**config.mk**
```make
export PLATFORM = sky130hd
export DESIGN_NAME = reg_writeback
export DESIGN_NICKNAME = d
export VERILOG_FILES = /design/src/rtl/reg_wb_pkg.sv /design/src/rtl/reg_writeback_fifo.sv /design/src/rtl/reg_writeback.sv
export SDC_FILE = /design/constraint.sdc
export NUM_CORES = 1
export LEC_CHECK = 0
export ABC_AREA = 1
export BUFFER_PORTS_ARGS = -buffer_cell sky130_fd_sc_hd__buf_4
export CAP_MARGIN = 20
export CORE_MARGIN = 5
export CORE_UTILIZATION = 40
export DETAILED_ROUTE_END_ITERATION = 12
export SYNTH_ARGS = -nofsm -noshare
export SYNTH_HDL_FRONTEND = slang
export SYNTH_HIERARCHICAL = 1
export SYNTH_SLANG_ARGS = --single-unit
```
**constraint.sdc**
```tcl
create_clock -name clk_in -period 9.4 [get_ports clk_in]
set_input_delay 0.94 -clock clk_in [delete_from_list [all_inputs] [get_ports clk_in]]
set_output_delay 0.94 -clock clk_in [all_outputs]
set_load 0.02 [all_outputs]
```
**src/rtl/reg_wb_pkg.sv**
```systemverilog
// reg_writeback shared types: queue entry layout and source select.
// Optional bypass search is enabled by defining WB_BYPASS_EN.
package reg_wb_pkg;

    localparam int WB_DATA_W = 64;
    localparam int WB_RD_W   = 5;

    typedef struct packed {
        logic [WB_RD_W-1:0]   rd;
        logic [WB_DATA_W-1:0] data;
    } wb_entry_t;

    typedef enum logic {
        WB_SRC_LD  = 1'b0,
        WB_SRC_ALU = 1'b1
    } wb_src_e;

    function automatic logic is_live(
        input logic [WB_RD_W-1:0] rd
    );
        return rd != '0;
    endfunction

endpackage

```
**src/rtl/reg_writeback_fifo.sv**
```systemverilog
// wb_fifo: dual-push / single-pop circular queue of writeback entries.
// Entry array and head pointer are exported only when WB_BYPASS_EN is set.
module wb_fifo
    import reg_wb_pkg::*;
#(
    parameter int DEPTH_POW = 2
) (
    input  logic               clk_in,
    input  logic               rst_n_in,
    input  logic               push_a,
    input  wb_entry_t          entry_a,
    input  logic               push_b,
    input  wb_entry_t          entry_b,
    input  logic               pop,
    output wb_entry_t          head_entry,
    output logic [DEPTH_POW:0] count
`ifdef WB_BYPASS_EN
    ,
    output logic [DEPTH_POW-1:0]           head_ptr,
    output wb_entry_t [(1<<DEPTH_POW)-1:0] entries
`endif
);

    localparam int DEPTH = 1 << DEPTH_POW;
    localparam int CW    = DEPTH_POW + 1;

    wb_entry_t            mem [DEPTH];
    logic [DEPTH_POW-1:0] head;
    logic [DEPTH_POW-1:0] tail;
    logic [DEPTH_POW-1:0] tail_b;

    // Port B lands behind port A when both push together.
    assign tail_b = push_a ? tail + DEPTH_POW'(1) : tail;

    always_ff @(posedge clk_in) begin
        if (push_a) mem[tail]   <= entry_a;
        if (push_b) mem[tail_b] <= entry_b;
    end

    always_ff @(posedge clk_in or negedge rst_n_in) begin
        if (!rst_n_in) begin
            head  <= '0;
            tail  <= '0;
            count <= '0;
        end else begin
            head  <= head + DEPTH_POW'(pop);
            tail  <= tail + DEPTH_POW'(push_a)
                          + DEPTH_POW'(push_b);
            count <= count + CW'(push_a)
                           + CW'(push_b)
                           - CW'(pop);
        end
    end

    assign head_entry = mem[head];

`ifdef WB_BYPASS_EN
    assign head_ptr = head;

    always_comb begin
        for (int i = 0; i < DEPTH; i++) begin
            entries[i] = mem[i];
        end
    end
`endif

endmodule

```
**src/rtl/reg_writeback.sv**
```systemverilog
// reg_writeback: arbitrates ALU/load results into an in-order queue.
// Drains one register write per cycle; WB_BYPASS_EN adds rs1/rs2 lookup.
module reg_writeback
    import reg_wb_pkg::*;
#(
    parameter int REG_DATA_WIDTH_POW = 6,
    parameter int REG_MEM_DEPTH_POW  = 5,
    parameter int WB_FIFO_DEPTH_POW  = 2
) (
    input  logic                               clk_in,
    input  logic                               rst_n_in,
    input  logic                               alu_valid_in,
    input  logic [REG_MEM_DEPTH_POW-1:0]       alu_rd_in,
    input  logic [(1<<REG_DATA_WIDTH_POW)-1:0] alu_data_in,
    output logic                               alu_ready_out,
    input  logic                               ld_valid_in,
    input  logic [REG_MEM_DEPTH_POW-1:0]       ld_rd_in,
    input  logic [(1<<REG_DATA_WIDTH_POW)-1:0] ld_data_in,
    output logic                               ld_ready_out,
    output logic [REG_MEM_DEPTH_POW-1:0]       rd_out,
    output logic [(1<<REG_DATA_WIDTH_POW)-1:0] data_write_out,
    output logic                               write_en_out,
    output logic [WB_FIFO_DEPTH_POW:0]         pending_count_out
`ifdef WB_BYPASS_EN
    ,
    input  logic [REG_MEM_DEPTH_POW-1:0]       rs1_in,
    input  logic [REG_MEM_DEPTH_POW-1:0]       rs2_in,
    output logic                               fwd1_hit_out,
    output logic                               fwd2_hit_out,
    output logic [(1<<REG_DATA_WIDTH_POW)-1:0] fwd1_data_out,
    output logic [(1<<REG_DATA_WIDTH_POW)-1:0] fwd2_data_out
`endif
);

    localparam int DEPTH = 1 << WB_FIFO_DEPTH_POW;
    localparam int CW    = WB_FIFO_DEPTH_POW + 1;

    wb_src_e       rr_ptr;
    logic [CW-1:0] count;
    wb_entry_t     head_entry;
    wb_entry_t     ld_entry;
    wb_entry_t     alu_entry;
    logic          free2;
    logic          free1;
    logic          contend;
    logic          ld_push;
    logic          alu_push;

    assign free2   = count <= CW'(DEPTH - 2);
    assign free1   = count == CW'(DEPTH - 1);
    assign contend = free1 && ld_valid_in && alu_valid_in;

    assign ld_ready_out = rst_n_in && (free2 || (free1 &&
        (!alu_valid_in || rr_ptr == WB_SRC_LD)));
    assign alu_ready_out = rst_n_in && (free2 || (free1 &&
        (!ld_valid_in || rr_ptr == WB_SRC_ALU)));

    // x0 results complete the handshake but never occupy a slot.
    assign ld_push  = ld_valid_in && ld_ready_out
                   && is_live(ld_rd_in);
    assign alu_push = alu_valid_in && alu_ready_out
                   && is_live(alu_rd_in);

    assign ld_entry  = '{rd: ld_rd_in, data: ld_data_in};
    assign alu_entry = '{rd: alu_rd_in, data: alu_data_in};

    always_ff @(posedge clk_in or negedge rst_n_in) begin
        if (!rst_n_in) begin
            rr_ptr <= WB_SRC_LD;
        end else if (contend) begin
            rr_ptr <= (rr_ptr == WB_SRC_LD) ? WB_SRC_ALU
                                            : WB_SRC_LD;
        end
    end

`ifdef WB_BYPASS_EN
    logic [WB_FIFO_DEPTH_POW-1:0] head_ptr;
    wb_entry_t [DEPTH-1:0]        entries;
`endif

    wb_fifo #(
        .DEPTH_POW (WB_FIFO_DEPTH_POW)
    ) u_fifo (
        .clk_in     (clk_in),
        .rst_n_in   (rst_n_in),
        .push_a     (ld_push),
        .entry_a    (ld_entry),
        .push_b     (alu_push),
        .entry_b    (alu_entry),
        .pop        (write_en_out),
        .head_entry (head_entry),
        .count      (count)
`ifdef WB_BYPASS_EN
        ,
        .head_ptr   (head_ptr),
        .entries    (entries)
`endif
    );

    assign write_en_out      = count != '0;
    assign rd_out            = write_en_out ? head_entry.rd : '0;
    assign data_write_out    = write_en_out ? head_entry.data : '0;
    assign pending_count_out = count;

`ifdef WB_BYPASS_EN
    // Walk oldest to youngest so the last match is the freshest value.
    function automatic logic [WB_DATA_W:0] lookup(
        input logic [WB_RD_W-1:0] rs
    );
        logic [WB_DATA_W:0]           r;
        logic [WB_FIFO_DEPTH_POW-1:0] idx;
        r = '0;
        for (int i = 0; i < DEPTH; i++) begin
            idx = head_ptr + WB_FIFO_DEPTH_POW'(i);
            if (CW'(i) < count && rs != '0
                && entries[idx].rd == rs) begin
                r = {1'b1, entries[idx].data};
            end
        end
        return r;
    endfunction

    assign {fwd1_hit_out, fwd1_data_out} = lookup(rs1_in);
    assign {fwd2_hit_out, fwd2_data_out} = lookup(rs2_in);
`endif

endmodule

```
==> results.json <==
{
  "count_of_synthesis_stage_warnings_from_yosys": 6,
  "tns_ns": 0,
  "max_slew.worst_pin.slew_ns": 1.154,
  "synth_area_mm2": 0.01597,
  "number_of_vias_per_cell_after_detailed_routing": 5.673,
  "dr.pass1.iters": 5,
  "max_cap_viol_count": 0,
  "remaining_drc_errors": 0,
  "ant_nets": 0,
  "clockPowerShare_pct": 20.2,
  "footprint_of_the_multi_input_gates_mm2": 0.006205,
  "timing.max_slew.rel_slack_pct": 23.04,
  "postRouteWirelength_mm": 51.87,
  "core_region_area_mm2": 0.03964,
  "placed_cells_incl_taps": 2438,
  "post_cts.repair.setup_buffers": 0,
  "synth_top_area_cell": "edfxtp_1",
  "status": "finished, final reports clean",
  "wire_length_of_the_first_global_routing_pass_mm": 79.54,
  "pwr_density_cell_mw_per_mm2": 313.3,
  "final_util_pct": 46.71,
  "achievable-frequency_mhz": 211.6,
  "timing.final.ws_setup_ns": 4.673,
  "finClkSkew_ns": 0.01493,
  "combinationalPowerShare_pct": 49.9,
  "worst_setup_path_endpoint": "data_write_out[27]",
  "start_util_pct": 40.28,
  "finish.cell_count_without_fillers": 2498,
  "dieHeight_um": 209.8,
  "dpl_worst_slack_ns": 3.664,
  "hold_viol": 0,
  "design.die.area_mm2": 0.04402,
  "drc_marker_count_from_the_first_detailed_route_iteration": 1300,
  "place_area_mm2": 0.01750,
  "cp_cell_sequence": "inv_4, buf_4, o21ai_0, o22ai_1, inv_1, nor2_1, buf_4",
  "fin_worst_hold_slack_ns": 0.1875,
  "clock_insertion_delay_worst_skew_ns": 0.56,
  "fp-row-count": 73,
  "syn_inst": 1848,
  "grt.overflow.total": 0,
  "grt_use_total_pct": 22.49,
  "synthDistinctLibCells": 27,
  "slew_violations": 0,
  "cpPeakStageDelay_ns": 0.89,
  "worst_path_max_delay_cell": "buf_4",
  "critical_path_class": "reg2out",
  "ys_ff_latch": 284,
  "sequential_cell_area_in_the_final_layout_mm2": 0.008493,
  "crit_path_frequent_cell": "buf_4",
  "p_sw_share_pct": 45.95,
  "p_seq_share_pct": 29.9,
  "h-tree-depth": 1,
  "syn_area_per_cell_um2": 8.641,
  "regToRegEndpoint": "u_fifo/mem[0][29]$_DFFE_PP_",
  "mappedNetlistNets": 1999,
  "reg2regPathDepth": 11,
  "cts_resized": 0,
  "grt_max_degree": 109,
  "total_switching_power_mw": 2.666,
  "worstSetupEndpointType": "output pin",
  "overall_power_after_layout_mw": 5.801,
  "number_of_global_route_vias_before_repair": 13630,
  "io_pins": 217,
  "yosys.cell_count.top_type": "nand2_1",
  "finalSetupViolCount": 0,
  "fp.dieW_um": 209.8,
  "r2r_slack_ns": 4.90,
  "worst-endpoint-required_ns": 8.46,
  "cp.depth": 7,
  "place.port_buffers": 216,
  "dominantRegCellSynth": "edfxtp_1",
  "layout.nets": 2099,
  "number_of_buffers_added_by_the_clock_tree_synthesis_step": 31,
  "critical-path-top-delay-family": "buffers and inverters",
  "num-fill-cells": 3815,
  "hpwl_mm": 29.01,
  "final.period_utilization_pct": 50.28,
  "postLayoutCellArea_mm2": 0.01852,
  "final_layout_size_suffix_gt1_share_pct": 15.02,
  "cts_root_buf": "clkbuf_16",
  "worst_hold_path_class": "in2async",
  "synth-async-reset-ratio_pct": 2.817,
  "synth_sequential_area_ratio_pct": 53.15,
  "grt_antenna_before_repair": 2,
  "peakVddDrop_mv": 0.1911,
  "worst_ep_arrival_time_ns": 3.79,
  "cts_hold_repair.buffers": 0,
  "path_max_fanout": 86,
  "cts-root-to-sink-buffers": 3,
  "synth_edf_count": 276,
  "route.vias.total": 14170,
  "p_leak_nw": 7.816,
  "start_kind": "flip-flop",
  "route.detailed.wl_per_inst_um": 20.77,
  "clock_sink_count": 284,
  "cp.buffers_inverters": 4,
  "syn_to_final_growth_pct": 15.95,
  "final.min_clock_period_ns": 4.727,
  "synth_commonest_cells": "nand2_1, nand4_1, edfxtp_1",
  "timing.rr.start": "u_fifo/count[2]$_DFF_PN0_",
  "synth_top_area_share_pct": 51.90,
  "critical_path.startpoint": "u_fifo/head[0]$_DFF_PN0_",
  "netlist_top_cells_area": "edfxtp_1, nand2_1, nand4_1",
  "gp_congestion": 0.7990,
  "cts_tree": "yes",
  "worst_setup_hold_path_clk_slew_ns": 0.06,
  "rsz0062_at_grt": "false",
  "cellInternalPower_mw": 3.135
}
power groups by stage:
stage               clock [mW]  combinational (mW)  sequential, mW
finish                    1.17                2.90            1.73
global route              1.25                3.12            1.75
CTS                       1.19                2.90            1.74
detailed placement           0                2.89            1.76
global placement             0                2.86            1.76
floorplan                    0                1.99            1.71
layout by cell type, fill, tap and decap left out, drive strengths merged:
cell	n
nand2	582
nand4	277
edfxtp	276
buf	238
nor2	216
o21ai	138
inv	88
o22ai	69
clkbuf	38
clkinv	15
dfrtp	8
nand3	7
ha	6
bufinv	3
fa	3
diode	2
a21oi	2
xor2	2
xnor2	2
nor3	1
worst register-to-register path, cell delays in order, from the launching register on:
cell	delay, ns
dfrtp_1	0.44
inv_1	0.12
nand2_1	0.09
inv_1	0.08
nand3_1	0.10
nor2_1	0.63
nand2_1	0.22
nand2_4	0.53
nand3_4	0.49
buf_16	0.37
nand2_4	0.32
buf_4	0.70
sequential cells by signal, summed over array words and instances (netlist names):
| register | count |
|---|---|
| rr_ptr | 1 |
| u_fifo/count | 3 |
| u_fifo/head | 2 |
| u_fifo/mem | 276 |
| u_fifo/tail | 2 |
layer usage:
| layer | GRT usage, % | vias up | share of wire (%) |
|---|---|---|---|
| li1 | - | 6659 | - |
| met1 | 30.98 | 6776 | 42 |
| met2 | 37.66 | 664 | 48 |
| met3 | 2.765 | 71 | 7.5 |
| met4 | 6.346 | 0 | 2.3 |
| met5 | 0 | - | 0 |
how the worst min path moves through the flow:
stage                        from                       end  slack (ns)  cells after the start
2_1_floorplan  rr_ptr$_DFFE_PN0P_        rr_ptr$_DFFE_PN0P_        0.48                      2
4_1_cts                  rst_n_in  u_fifo/head[0]$_DFF_PN0_        0.17                      1
3_5_place_dp   rr_ptr$_DFFE_PN0P_        rr_ptr$_DFFE_PN0P_        0.53                      2
3_3_place_gp   rr_ptr$_DFFE_PN0P_        rr_ptr$_DFFE_PN0P_        0.50                      2
5_1_grt                  rst_n_in        rr_ptr$_DFFE_PN0P_        0.18                      1
6_report                 rst_n_in        rr_ptr$_DFFE_PN0P_        0.19                      1
cells by family after synthesis:
| family | synth area share [%] |
|---|---|
| and+or+nand+nor | 30.14 |
| DFF | 53.15 |
| buffers and inverters | 8.548 |
| AOI/OAI and AO/OA | 7.091 |
| adders and majority gates | 0.8462 |
| xor gates and xnor gates | 0.2194 |
cell type report:
type                    instances  area share (%)
diodes                          2         0.02703
clock buffers                  38           4.331
clock inverters                18          0.8109
inverters                      88           1.824
multi-input cells            1305           33.51
flip-flops and latches        284           45.87
well taps                     525           3.548
repair buffers                238           10.08
Power figures use the tool's default switching activity.
